<file path="src/rtl/prog_loader_pkg.sv">
// -----------------------------------------------------------------------------
// prog_loader_pkg
//   Shared definitions for the serial program loader:
//   - default widths for the loader and its input synchronizers;
//   - FSM state encoding (S_IDLE, S_SHIFT, S_WRITE, S_DONE);
//   - ADDR_LAST, the final program address for the default address width.
// -----------------------------------------------------------------------------
package prog_loader_pkg;

  localparam int unsigned DEF_ADDR_W      = 12;
  localparam int unsigned DEF_DATA_W      = 8;
  localparam int unsigned DEF_SYNC_STAGES = 2;

  // Last writable address for the default width; the top derives its own
  // copy from its ADDR_W parameter.
  localparam logic [DEF_ADDR_W-1:0] ADDR_LAST = {DEF_ADDR_W{1'b1}};

  typedef enum logic [1:0] {
    S_IDLE  = 2'd0,
    S_SHIFT = 2'd1,
    S_WRITE = 2'd2,
    S_DONE  = 2'd3
  } state_e;

endpackage : prog_loader_pkg

</file>
<file path="src/rtl/prog_loader_sync_edge.sv">
// -----------------------------------------------------------------------------
// sync_edge
//   Brings one asynchronous level into the clk domain through SYNC_STAGES
//   flip-flops and detects rising/falling edges on the synchronized value.
//
//   Ports:
//     clk      in   system clock
//     reset    in   asynchronous active-low reset
//     d_i      in   asynchronous input level
//     level_o  out  synchronized level
//     rise_o   out  one-cycle pulse on a synchronized 0->1 transition
//     fall_o   out  one-cycle pulse on a synchronized 1->0 transition
//
//   Edges are suppressed until the chain has refilled after reset, so a pin
//   that is already high when reset is released does not look like a rise.
// -----------------------------------------------------------------------------
module sync_edge
  import prog_loader_pkg::*;
#(
  parameter int unsigned SYNC_STAGES = DEF_SYNC_STAGES
) (
  input  logic clk,
  input  logic reset,
  input  logic d_i,
  output logic level_o,
  output logic rise_o,
  output logic fall_o
);

  logic [SYNC_STAGES-1:0] sync_q;
  logic                   prev_q;
  // Shifts in ones after reset; the top bit marks that both the level and
  // its one-cycle-delayed copy reflect the real pin.
  logic [SYNC_STAGES:0]   arm_q;

  always_ff @(posedge clk or negedge reset) begin
    if (!reset) begin
      sync_q <= '0;
      prev_q <= 1'b0;
      arm_q  <= '0;
    end else begin
      sync_q <= {sync_q[SYNC_STAGES-2:0], d_i};
      prev_q <= sync_q[SYNC_STAGES-1];
      arm_q  <= {arm_q[SYNC_STAGES-1:0], 1'b1};
    end
  end

  assign level_o = sync_q[SYNC_STAGES-1];
  assign rise_o  = arm_q[SYNC_STAGES] &  sync_q[SYNC_STAGES-1] & ~prev_q;
  assign fall_o  = arm_q[SYNC_STAGES] & ~sync_q[SYNC_STAGES-1] &  prev_q;

endmodule : sync_edge

</file>
<file path="src/rtl/prog_loader.sv">
// -----------------------------------------------------------------------------
// prog_loader
//   Serial program loader: write side of the CPU program RAM. Bytes arrive
//   MSB first on a slow sclk/sdata link and are written sequentially from
//   address 0 while the CPU is held in reset.
//
//   Ports:
//     clk         in   system clock (only clock)
//     reset       in   asynchronous active-low reset
//     load_en     in   async level, high = load session active
//     sclk        in   async serial clock, data sampled on its rise
//     sdata       in   async serial data, MSB first
//     prog_we     out  one-cycle program RAM write strobe
//     prog_addr   out  write address (saturates at the last address)
//     prog_wdata  out  write data, valid with prog_we (0 otherwise)
//     cpu_hold    out  high while a session is in progress
//     load_done   out  one-cycle pulse at the end of a session
//     overflow    out  sticky: a byte arrived after the last address was written
//     checksum    out  mod-256 sum of written bytes
//
//   Build option: define PROG_LOADER_CHECKSUM_EN to include the checksum
//   accumulator; otherwise checksum is tied to 0.
// -----------------------------------------------------------------------------
module prog_loader
  import prog_loader_pkg::*;
#(
  parameter int unsigned ADDR_W      = DEF_ADDR_W,
  parameter int unsigned DATA_W      = DEF_DATA_W,
  parameter int unsigned SYNC_STAGES = DEF_SYNC_STAGES
) (
  input  logic              clk,
  input  logic              reset,
  input  logic              load_en,
  input  logic              sclk,
  input  logic              sdata,
  output logic              prog_we,
  output logic [ADDR_W-1:0] prog_addr,
  output logic [DATA_W-1:0] prog_wdata,
  output logic              cpu_hold,
  output logic              load_done,
  output logic              overflow,
  output logic [DATA_W-1:0] checksum
);

  localparam int unsigned       CNT_W       = $clog2(DATA_W);
  localparam logic [ADDR_W-1:0] ADDR_LAST_W = {ADDR_W{1'b1}};
  localparam logic [CNT_W-1:0]  BIT_LAST    = CNT_W'(DATA_W - 1);

  // ---------------------------------------------------------------------------
  // Input synchronizers
  // ---------------------------------------------------------------------------
  logic le_rise, le_fall, le_level_unused;
  logic sclk_rise, sclk_level_unused, sclk_fall_unused;
  logic sdata_lvl, sdata_rise_unused, sdata_fall_unused;

  sync_edge #(.SYNC_STAGES(SYNC_STAGES)) u_sync_load_en (
    .clk     (clk),
    .reset   (reset),
    .d_i     (load_en),
    .level_o (le_level_unused),
    .rise_o  (le_rise),
    .fall_o  (le_fall)
  );

  sync_edge #(.SYNC_STAGES(SYNC_STAGES)) u_sync_sclk (
    .clk     (clk),
    .reset   (reset),
    .d_i     (sclk),
    .level_o (sclk_level_unused),
    .rise_o  (sclk_rise),
    .fall_o  (sclk_fall_unused)
  );

  // Same depth as sclk, so sdata is seen exactly as it was at the sclk edge.
  sync_edge #(.SYNC_STAGES(SYNC_STAGES)) u_sync_sdata (
    .clk     (clk),
    .reset   (reset),
    .d_i     (sdata),
    .level_o (sdata_lvl),
    .rise_o  (sdata_rise_unused),
    .fall_o  (sdata_fall_unused)
  );

  // ---------------------------------------------------------------------------
  // State
  // ---------------------------------------------------------------------------
  state_e              state_q,    state_d;
  logic [DATA_W-1:0]   shreg_q,    shreg_d;
  logic [CNT_W-1:0]    bitcnt_q,   bitcnt_d;
  logic [ADDR_W-1:0]   addr_q,     addr_d;
  logic                full_q,     full_d;
  logic                ovf_q,      ovf_d;
  // A load_en fall that coincided with the final bit of a byte: the byte is
  // written first and the session ends right after.
  logic                dpend_q,    dpend_d;
  // A load_en rise seen during DONE, replayed from IDLE.
  logic                restart_q,  restart_d;
  logic                we_c, done_c;

`ifdef PROG_LOADER_CHECKSUM_EN
  logic [DATA_W-1:0]   csum_q,     csum_d;
`endif

  always_ff @(posedge clk or negedge reset) begin
    if (!reset) begin
      state_q   <= S_IDLE;
      shreg_q   <= '0;
      bitcnt_q  <= '0;
      addr_q    <= '0;
      full_q    <= 1'b0;
      ovf_q     <= 1'b0;
      dpend_q   <= 1'b0;
      restart_q <= 1'b0;
`ifdef PROG_LOADER_CHECKSUM_EN
      csum_q    <= '0;
`endif
    end else begin
      state_q   <= state_d;
      shreg_q   <= shreg_d;
      bitcnt_q  <= bitcnt_d;
      addr_q    <= addr_d;
      full_q    <= full_d;
      ovf_q     <= ovf_d;
      dpend_q   <= dpend_d;
      restart_q <= restart_d;
`ifdef PROG_LOADER_CHECKSUM_EN
      csum_q    <= csum_d;
`endif
    end
  end

  always_comb begin
    state_d   = state_q;
    shreg_d   = shreg_q;
    bitcnt_d  = bitcnt_q;
    addr_d    = addr_q;
    full_d    = full_q;
    ovf_d     = ovf_q;
    dpend_d   = dpend_q;
    restart_d = restart_q;
    we_c      = 1'b0;
    done_c    = 1'b0;
`ifdef PROG_LOADER_CHECKSUM_EN
    csum_d    = csum_q;
`endif

    unique case (state_q)
      S_IDLE: begin
        if (le_rise || restart_q) begin
          state_d   = S_SHIFT;
          shreg_d   = '0;
          bitcnt_d  = '0;
          addr_d    = '0;
          full_d    = 1'b0;
          ovf_d     = 1'b0;
          dpend_d   = 1'b0;
          restart_d = 1'b0;
`ifdef PROG_LOADER_CHECKSUM_EN
          csum_d    = '0;
`endif
        end
      end

      S_SHIFT: begin
        if (sclk_rise) begin
          shreg_d = {shreg_q[DATA_W-2:0], sdata_lvl};
        end
        if (sclk_rise && (bitcnt_q == BIT_LAST)) begin
          // Byte complete: write takes priority over a simultaneous end.
          state_d  = S_WRITE;
          bitcnt_d = '0;
          dpend_d  = le_fall;
        end else if (le_fall) begin
          // Session ends; any partial byte is discarded.
          state_d  = S_DONE;
          bitcnt_d = '0;
        end else if (sclk_rise) begin
          bitcnt_d = bitcnt_q + CNT_W'(1);
        end
      end

      S_WRITE: begin
        if (!full_q) begin
          we_c = 1'b1;
`ifdef PROG_LOADER_CHECKSUM_EN
          csum_d = csum_q + shreg_q;
`endif
          // Saturate at the last address; full blocks any later write.
          if (addr_q == ADDR_LAST_W) begin
            full_d = 1'b1;
          end else begin
            addr_d = addr_q + ADDR_W'(1);
          end
        end else begin
          ovf_d = 1'b1;
        end
        dpend_d = 1'b0;
        state_d = (dpend_q || le_fall) ? S_DONE : S_SHIFT;
      end

      S_DONE: begin
        done_c  = 1'b1;
        state_d = S_IDLE;
        if (le_rise) begin
          restart_d = 1'b1;
        end
      end

      default: state_d = S_IDLE;
    endcase
  end

  // ---------------------------------------------------------------------------
  // Outputs
  // ---------------------------------------------------------------------------
  assign prog_we    = we_c;
  assign prog_addr  = addr_q;
  assign prog_wdata = we_c ? shreg_q : '0;
  assign cpu_hold   = (state_q != S_IDLE);
  assign load_done  = done_c;
  assign overflow   = ovf_q;

`ifdef PROG_LOADER_CHECKSUM_EN
  assign checksum   = csum_q;
`else
  assign checksum   = '0;
`endif

endmodule : prog_loader

</file>
<file path="config.mk">
export PLATFORM = sky130hd
export DESIGN_NAME = prog_loader
export DESIGN_NICKNAME = d
export VERILOG_FILES = /design/src/rtl/prog_loader_pkg.sv /design/src/rtl/prog_loader_sync_edge.sv /design/src/rtl/prog_loader.sv
export SDC_FILE = /design/constraint.sdc
export NUM_CORES = 1
export LEC_CHECK = 0
export ABC_AREA = 1
export CORE_UTILIZATION = 55
export DETAILED_ROUTE_END_ITERATION = 16
export GPL_ROUTABILITY_DRIVEN = 0
export PLACE_DENSITY_LB_ADDON = 0.05
export SYNTH_ARGS = -nofsm -noshare
export SYNTH_HDL_FRONTEND = slang
export SYNTH_SLANG_ARGS = --single-unit
export TNS_END_PERCENT = 5
</file>
<file path="constraint.sdc">
create_clock -name clk -period 4.5 [get_ports clk]
set_clock_uncertainty 0.05 [all_clocks]
set_input_delay 0.675 -clock clk [delete_from_list [all_inputs] [get_ports clk]]
set_output_delay 0.675 -clock clk [all_outputs]
set_load 0.02 [all_outputs]
</file>
==> results.ini, run 1 <==
[routing]
drt_iter0_drc = 108
avgViaCountPerCell = 4.97
routed_wl_mm = 3.39
final_antenna_net_count = 0
vias = 1512
drc = 0
wl_per_cell_um = 11.1
dr.pass1.iters = 4

[synthesis]
synth_area_leaders = dfrtp_1 (52%), nand2_1 (10%), inv_1 (5.0%)
ys_seq_area_share_pct = 51.5
yosysTopAreaCell = dfrtp_1
synth_top_area_share_pct = 51.5
syn_area_per_cell_sq_um = 8.59
async_flop_share_pct = 100
synth_cell_types = 27
netlist_instances = 226
yosys-top-cells-count = nand2_1 (53), dfrtp_1 (40), inv_1 (26)
synth-edff-count = 0
yosys_warnings = 0
synth_seq_cells = 40
synth.most_common_cell = nand2_1
synthesis.area_sq_um = 1940
ys.flop_type = dfrtp_1

[cts]
holdBufCountCts = 0
htree_levels = 2
max-clock-path-buffers = 2
cts_root_buffer = clkbuf_4
clkLatencyLatePin_ns = 0.36
cts_resized = 0
cts_buffers = 5
clk_pin_slew_ns = 0.12
cts_setup_buffers = 0
numClockSinks = 40
tritoncts = done

[cells_and_area]
final_nets = 265
n_antenna_cell = 0
area_delta_synth_final_pct = 18.3
drive_gt1_share_pct = 8.14
finalInstanceArea_sq_um = 2300
final.fill_count = 294

[run]
max_cap_violations = 0

[placement]
postPlaceCellArea_sq_um = 2210
dp_hpwl_mm = 2.33
io_buffers = 28

[min_path]
hold_path_depth = 0
min_path_type = flip-flop to flip-flop
min_from = u_sync_sdata.sync_q[0]
whs_endpoint = u_sync_sdata.sync_q[1]

[outcome]
status = completed

[timing]
rsz0062_at_grt = no
hold_violations = 0
period_share_pct = 58.7
max_slew_margin_pct = 43.2
slew_viol_final = 0
tightest_slew_ns = 0.852
setup_viol = 0
hold_ws_ns = 0.312
fin_crit_ns = 2.64
fmax_mhz = 379
fin_tns_setup_ns = 0

[setup_path]
crit_arrival_ns = 1.92
r2r-start = state_q[0]
critPathMaxFanout = 10
critPathKind = flip-flop to output port
start_kind = flip-flop
r2r_end = bitcnt_q[1]
crit_path_end_kind = output port
path_cells = nor2_8 -> nand2_4 -> nor2_1 -> clkdlybuf4s50_1
r2r_setup_slack_ns = 2.76
crit_slowest_cell = clkdlybuf4s50_1
max_stage_delay_ns = 0.61
cp_data_required_time_ns = 3.77
ff2ff_path_depth = 6

[pwr]
powerDensity_nw_per_um2 = 425
vdd_drop_max_v = 0.000265
leakage_nw = 1.05

[die]
io_pins = 37
initial_core_util_pct = 57.7
core_region_area_sq_um = 3360
num_rows = 21
die_y_um = 61.4
dieArea_sq_um = 3770
fp.dieW_um = 61.4

[global_routing]
grt_usage_pct = 21.2
grt_pass1_wl_mm = 5.70
grt_antenna_before_repair = 0
grt_max_degree = 41
grt_pass1_vias = 1295
grt-ovfl-total = 0

[layout by cell type, fill, tap and decap left out]
master,count
o21a_1,1
o22ai_1,1
clkinvlp_4,1
nor2_2,2
buf_2,1
nand2_4,2
inv_6,1
xor2_1,4
nor2_8,1
o21ai_0,10
dfrtp_1,40
nand2_2,4
bufinv_16,1
nor3_1,1
o21ai_1,14
nor2_1,21
nand3_4,1
clkbuf_4,5
inv_2,2
a22o_1,1
clkdlybuf4s50_1,27
nand3_1,18
xnor2_1,2
a21oi_1,1
nand3b_1,1
nand2_1,53
nand4_1,4
conb_1,9
inv_1,26
ha_1,3
[stage by stage]
stage	cells	utilization, %	setup WS, ns	power (mW)
after detailed placement	296	65.8	2.26	0.742
after floorplan	233	-	2.73	0.668
after global routing	304	68.3	1.74	1.04
after CTS	304	68.3	1.83	0.988
final	304	68.3	1.86	0.976
after global placement	296	65.8	2.29	0.739
[critical path, delay by kind of cell (launching register included)]
kind / cells / cell delay [ns]
and+or+nand+nor: 3 / 0.45
buffers and inverters: 1 / 0.61
DFF: 1 / 0.50
[layout make-up]
class | count | area, sq um | share of cell area (%)
timing repair buffer | 28 | 275 | 12.0
tap | 46 | 57.6 | 2.51
clock buffer | 5 | 37.5 | 1.63
sequential | 40 | 1000 | 43.6
inverter | 28 | 105 | 4.58
clock inverter | 3 | 46.3 | 2.02
multi-input combinational | 154 | 774 | 33.7
[flip-flops by register name, summed over array words and instances (netlist names), 2 cells and up]
signal                 flops
bitcnt_q                   3
u_sync_load_en.sync_q      2
u_sync_sclk.arm_q          2
u_sync_sdata.sync_q        2
prog_addr                 12
state_q                    2
u_sync_sclk.sync_q         2
shreg_q                    8
[metal layers]
layer	track usage [%]	wire length, um	vias to the layer above
li1	-	-	759
met1	27.3	1600	699
met2	33.9	1540	48
met3	5.88	180	6
met4	8.89	62	0
met5	0	0	-
[worst max path at each step]
stage | from | end | slack, ns | cells past startpoint
after global placement | state_q[0] | prog_wdata[3] | 2.29 | 4
final | state_q[0] | prog_wdata[1] | 1.86 | 4
after floorplan | state_q[0] | prog_wdata[0] | 2.73 | 3
after CTS | state_q[0] | prog_wdata[1] | 1.83 | 4
after global routing | state_q[0] | prog_wdata[5] | 1.74 | 4
after detailed placement | state_q[0] | prog_wdata[4] | 2.26 | 4
[cells by family (layout without fill, tap and decap cells)]
kind of cell | after synthesis | in the layout | synth area share, %
other cells | 2 | 9 | 0.387
fa+ha+maj | 3 | 3 | 1.93
buf+inv | 39 | 64 | 9.92
flops | 40 | 40 | 51.5
compound gates | 28 | 28 | 7.60
simple gates | 108 | 108 | 25.9
xor+xnor | 6 | 6 | 2.71
[report_power, final]
part           switching (mW)  leakage, nW  total [mW]  internal, mW
Clock                   0.126       0.0418       0.244         0.119
Combinational           0.203        0.478       0.295        0.0922
Sequential             0.0385        0.528       0.437         0.398
Power figures use the tool's default switching activity.
==> inputs of run 2 (changes only) <==
--- a/config.mk
+++ b/config.mk
@@ -6,7 +6,7 @@
 export NUM_CORES = 1
 export LEC_CHECK = 0
 export ABC_AREA = 1
-export CORE_UTILIZATION = 55
+export CORE_UTILIZATION = 51
 export DETAILED_ROUTE_END_ITERATION = 16
 export GPL_ROUTABILITY_DRIVEN = 0
 export PLACE_DENSITY_LB_ADDON = 0.05
==> constraint.sdc (replaced) <==
create_clock -name clk -period 2.6 [get_ports clk]
set_clock_uncertainty 0.05 [all_clocks]
set_input_delay 0.39 -clock clk [delete_from_list [all_inputs] [get_ports clk]]
set_output_delay 0.39 -clock clk [all_outputs]
set_load 0.02 [all_outputs]
==> results.ini, run 2 (same netlist as run 1, synthesis figures left out) <==
[outcome]
status = completed

[pwr]
vdd_drop_max_v = 0.000504
p_seq_share_pct = 43.2
p_total_mw = 1.76
combPwrFrac_pct = 28.8
clockPowerShare_pct = 28.0
p_sw_mw = 0.621
internal_power_mw = 1.13
powerDensity_nw_per_um2 = 756
p_sw_share_pct = 35.4
leakage_nw = 1.06

[timing]
max_slew_margin_pct = 41.8
rsz0062_at_grt = no
timing.final.ws_setup_ns = 0.347
hold_ws_ns = 0.159
slew_viol_final = 0
fin_crit_ns = 2.25
tightest_slew_ns = 0.873
period_share_pct = 86.7
hold_violations = 0
setup_viol = 0
fmax_mhz = 444
fin_tns_setup_ns = 0

[routing]
route.met2.wl_mm = 1.64
routed.top_layer = met4
wl_per_cell_um = 11.0
dr.pass1.iters = 4
routed_wl_mm = 3.36
final_antenna_net_count = 0
avgViaCountPerCell = 4.86
dr_wl_met3_um = 118
drt_iter0_drc = 41
vias = 1487
drc = 0
m1WireLength_mm = 1.53

[cts]
cts_root_buffer = clkbuf_8
cts_resized = 0
numClockSinks = 40
tritoncts = done
max-clock-path-buffers = 2
cts_buffers = 5
holdBufCountCts = 0
cts_setup_buffers = 0
htree_levels = 2
clkLatencyLatePin_ns = 0.29
clk_pin_slew_ns = 0.08

[die]
initial_core_util_pct = 53.0
io_pins = 37
fp.dieW_um = 63.7
dieArea_sq_um = 4060
core_region_area_sq_um = 3660
die_y_um = 63.7
num_rows = 22

[global_routing]
grt_pass1_wl_mm = 5.92
grt_pass1_vias = 1375
grt-ovfl-total = 0
grt_antenna_before_repair = 0
grt_max_degree = 41
grt_usage_pct = 19.2

[min_path]
min_path_type = primary input to asynchronous set/reset pin

[cells_and_area]
instances_no_fill = 306
final_cell_mix = nand2_1 (53), dfrtp_1 (40), clkdlybuf4s50_1 (27)
multi_input_area_sq_um = 774
mostFrequentLayoutCell = nand2_1
n_antenna_cell = 0
fin_util_pct = 63.5
area_delta_synth_final_pct = 19.7
finalInstanceArea_sq_um = 2320
final.fill_count = 321
regArea_sq_um = 1000
drive_gt1_share_pct = 7.75
largest_reg_flops = 12
final_nets = 265

[setup_path]
max_stage_delay_ns = 0.61
crit_path_end_kind = output port
path_cells = nor2_8 -> nand2_4 -> nor2_1 -> clkdlybuf4s50_1
crit_slowest_cell = clkdlybuf4s50_1
crit_arrival_ns = 1.81
cp_data_required_time_ns = 2.16
critPathMaxFanout = 10
critPathKind = flip-flop to output port
ff2ff_path_depth = 6
start_kind = flip-flop

[placement]
dp_hpwl_mm = 2.40
dp.cells = 298
postPlaceCellArea_sq_um = 2220
io_buffers = 28
post-place-ws_ns = 0.636

[run]
max_cap_violations = 0

==> run 2: worst paths after layout <==
check / from / endpoint / slack (ns)
worst max-delay path: state_q[0] / prog_wdata[6] / 0.35
worst min register to register: u_sync_sclk.sync_q[0] / u_sync_sclk.sync_q[1] / 0.30
worst max register to register: state_q[0] / bitcnt_q[1] / 0.87
worst min-delay path: reset / prog_addr[7] / 0.16
max in group asynchronous: reset / shreg_q[5] / 1.78
min in group clk: u_sync_sclk.sync_q[0] / u_sync_sclk.sync_q[1] / 0.30
==> run 2: power groups by stage <==
stage / Sequential, mW / Clock (mW) / Combinational [mW]
after detailed placement: 0.772 / 0 / 0.513
after global routing: 0.769 / 0.536 / 0.572
final: 0.759 / 0.492 / 0.506
after CTS: 0.760 / 0.506 / 0.515
after floorplan: 0.767 / 0 / 0.389
after global placement: 0.767 / 0 / 0.507
==> run 2: cell type report <==
| type | count | area share, % |
|---|---|---|
| timing repair buffer | 28 | 11.8 |
| clock buffer | 6 | 3.12 |
| tap | 48 | 2.58 |
| multi-input combinational | 154 | 33.3 |
| clock inverter | 2 | 1.51 |
| inverter | 28 | 4.52 |
| sequential | 40 | 43.1 |
==> run 2: critical path: cells and delay by family (launching register included) <==
family | cells | cell delay [ns]
buffers and inverters | 1 | 0.61
flip-flops | 1 | 0.48
AND/OR/NAND/NOR | 3 | 0.44
==> run 2: layer usage <==
layer | track usage, % | vias to the layer above
met1 | 22.3 | 685
met4 | 8.81 | 0
li1 | - | 762
met5 | 0 | -
met2 | 32.6 | 31
met3 | 5.25 | 9
==> inputs of run 3 (changes only) <==
--- a/config.mk
+++ b/config.mk
@@ -6,6 +6,7 @@
 export NUM_CORES = 1
 export LEC_CHECK = 0
 export ABC_AREA = 1
+export CAP_MARGIN = 5
 export CORE_UTILIZATION = 51
 export DETAILED_ROUTE_END_ITERATION = 16
 export GPL_ROUTABILITY_DRIVEN = 0
==> results of run 3 <==
No change in the layout: final DEF, timing and power equal those of run 2.
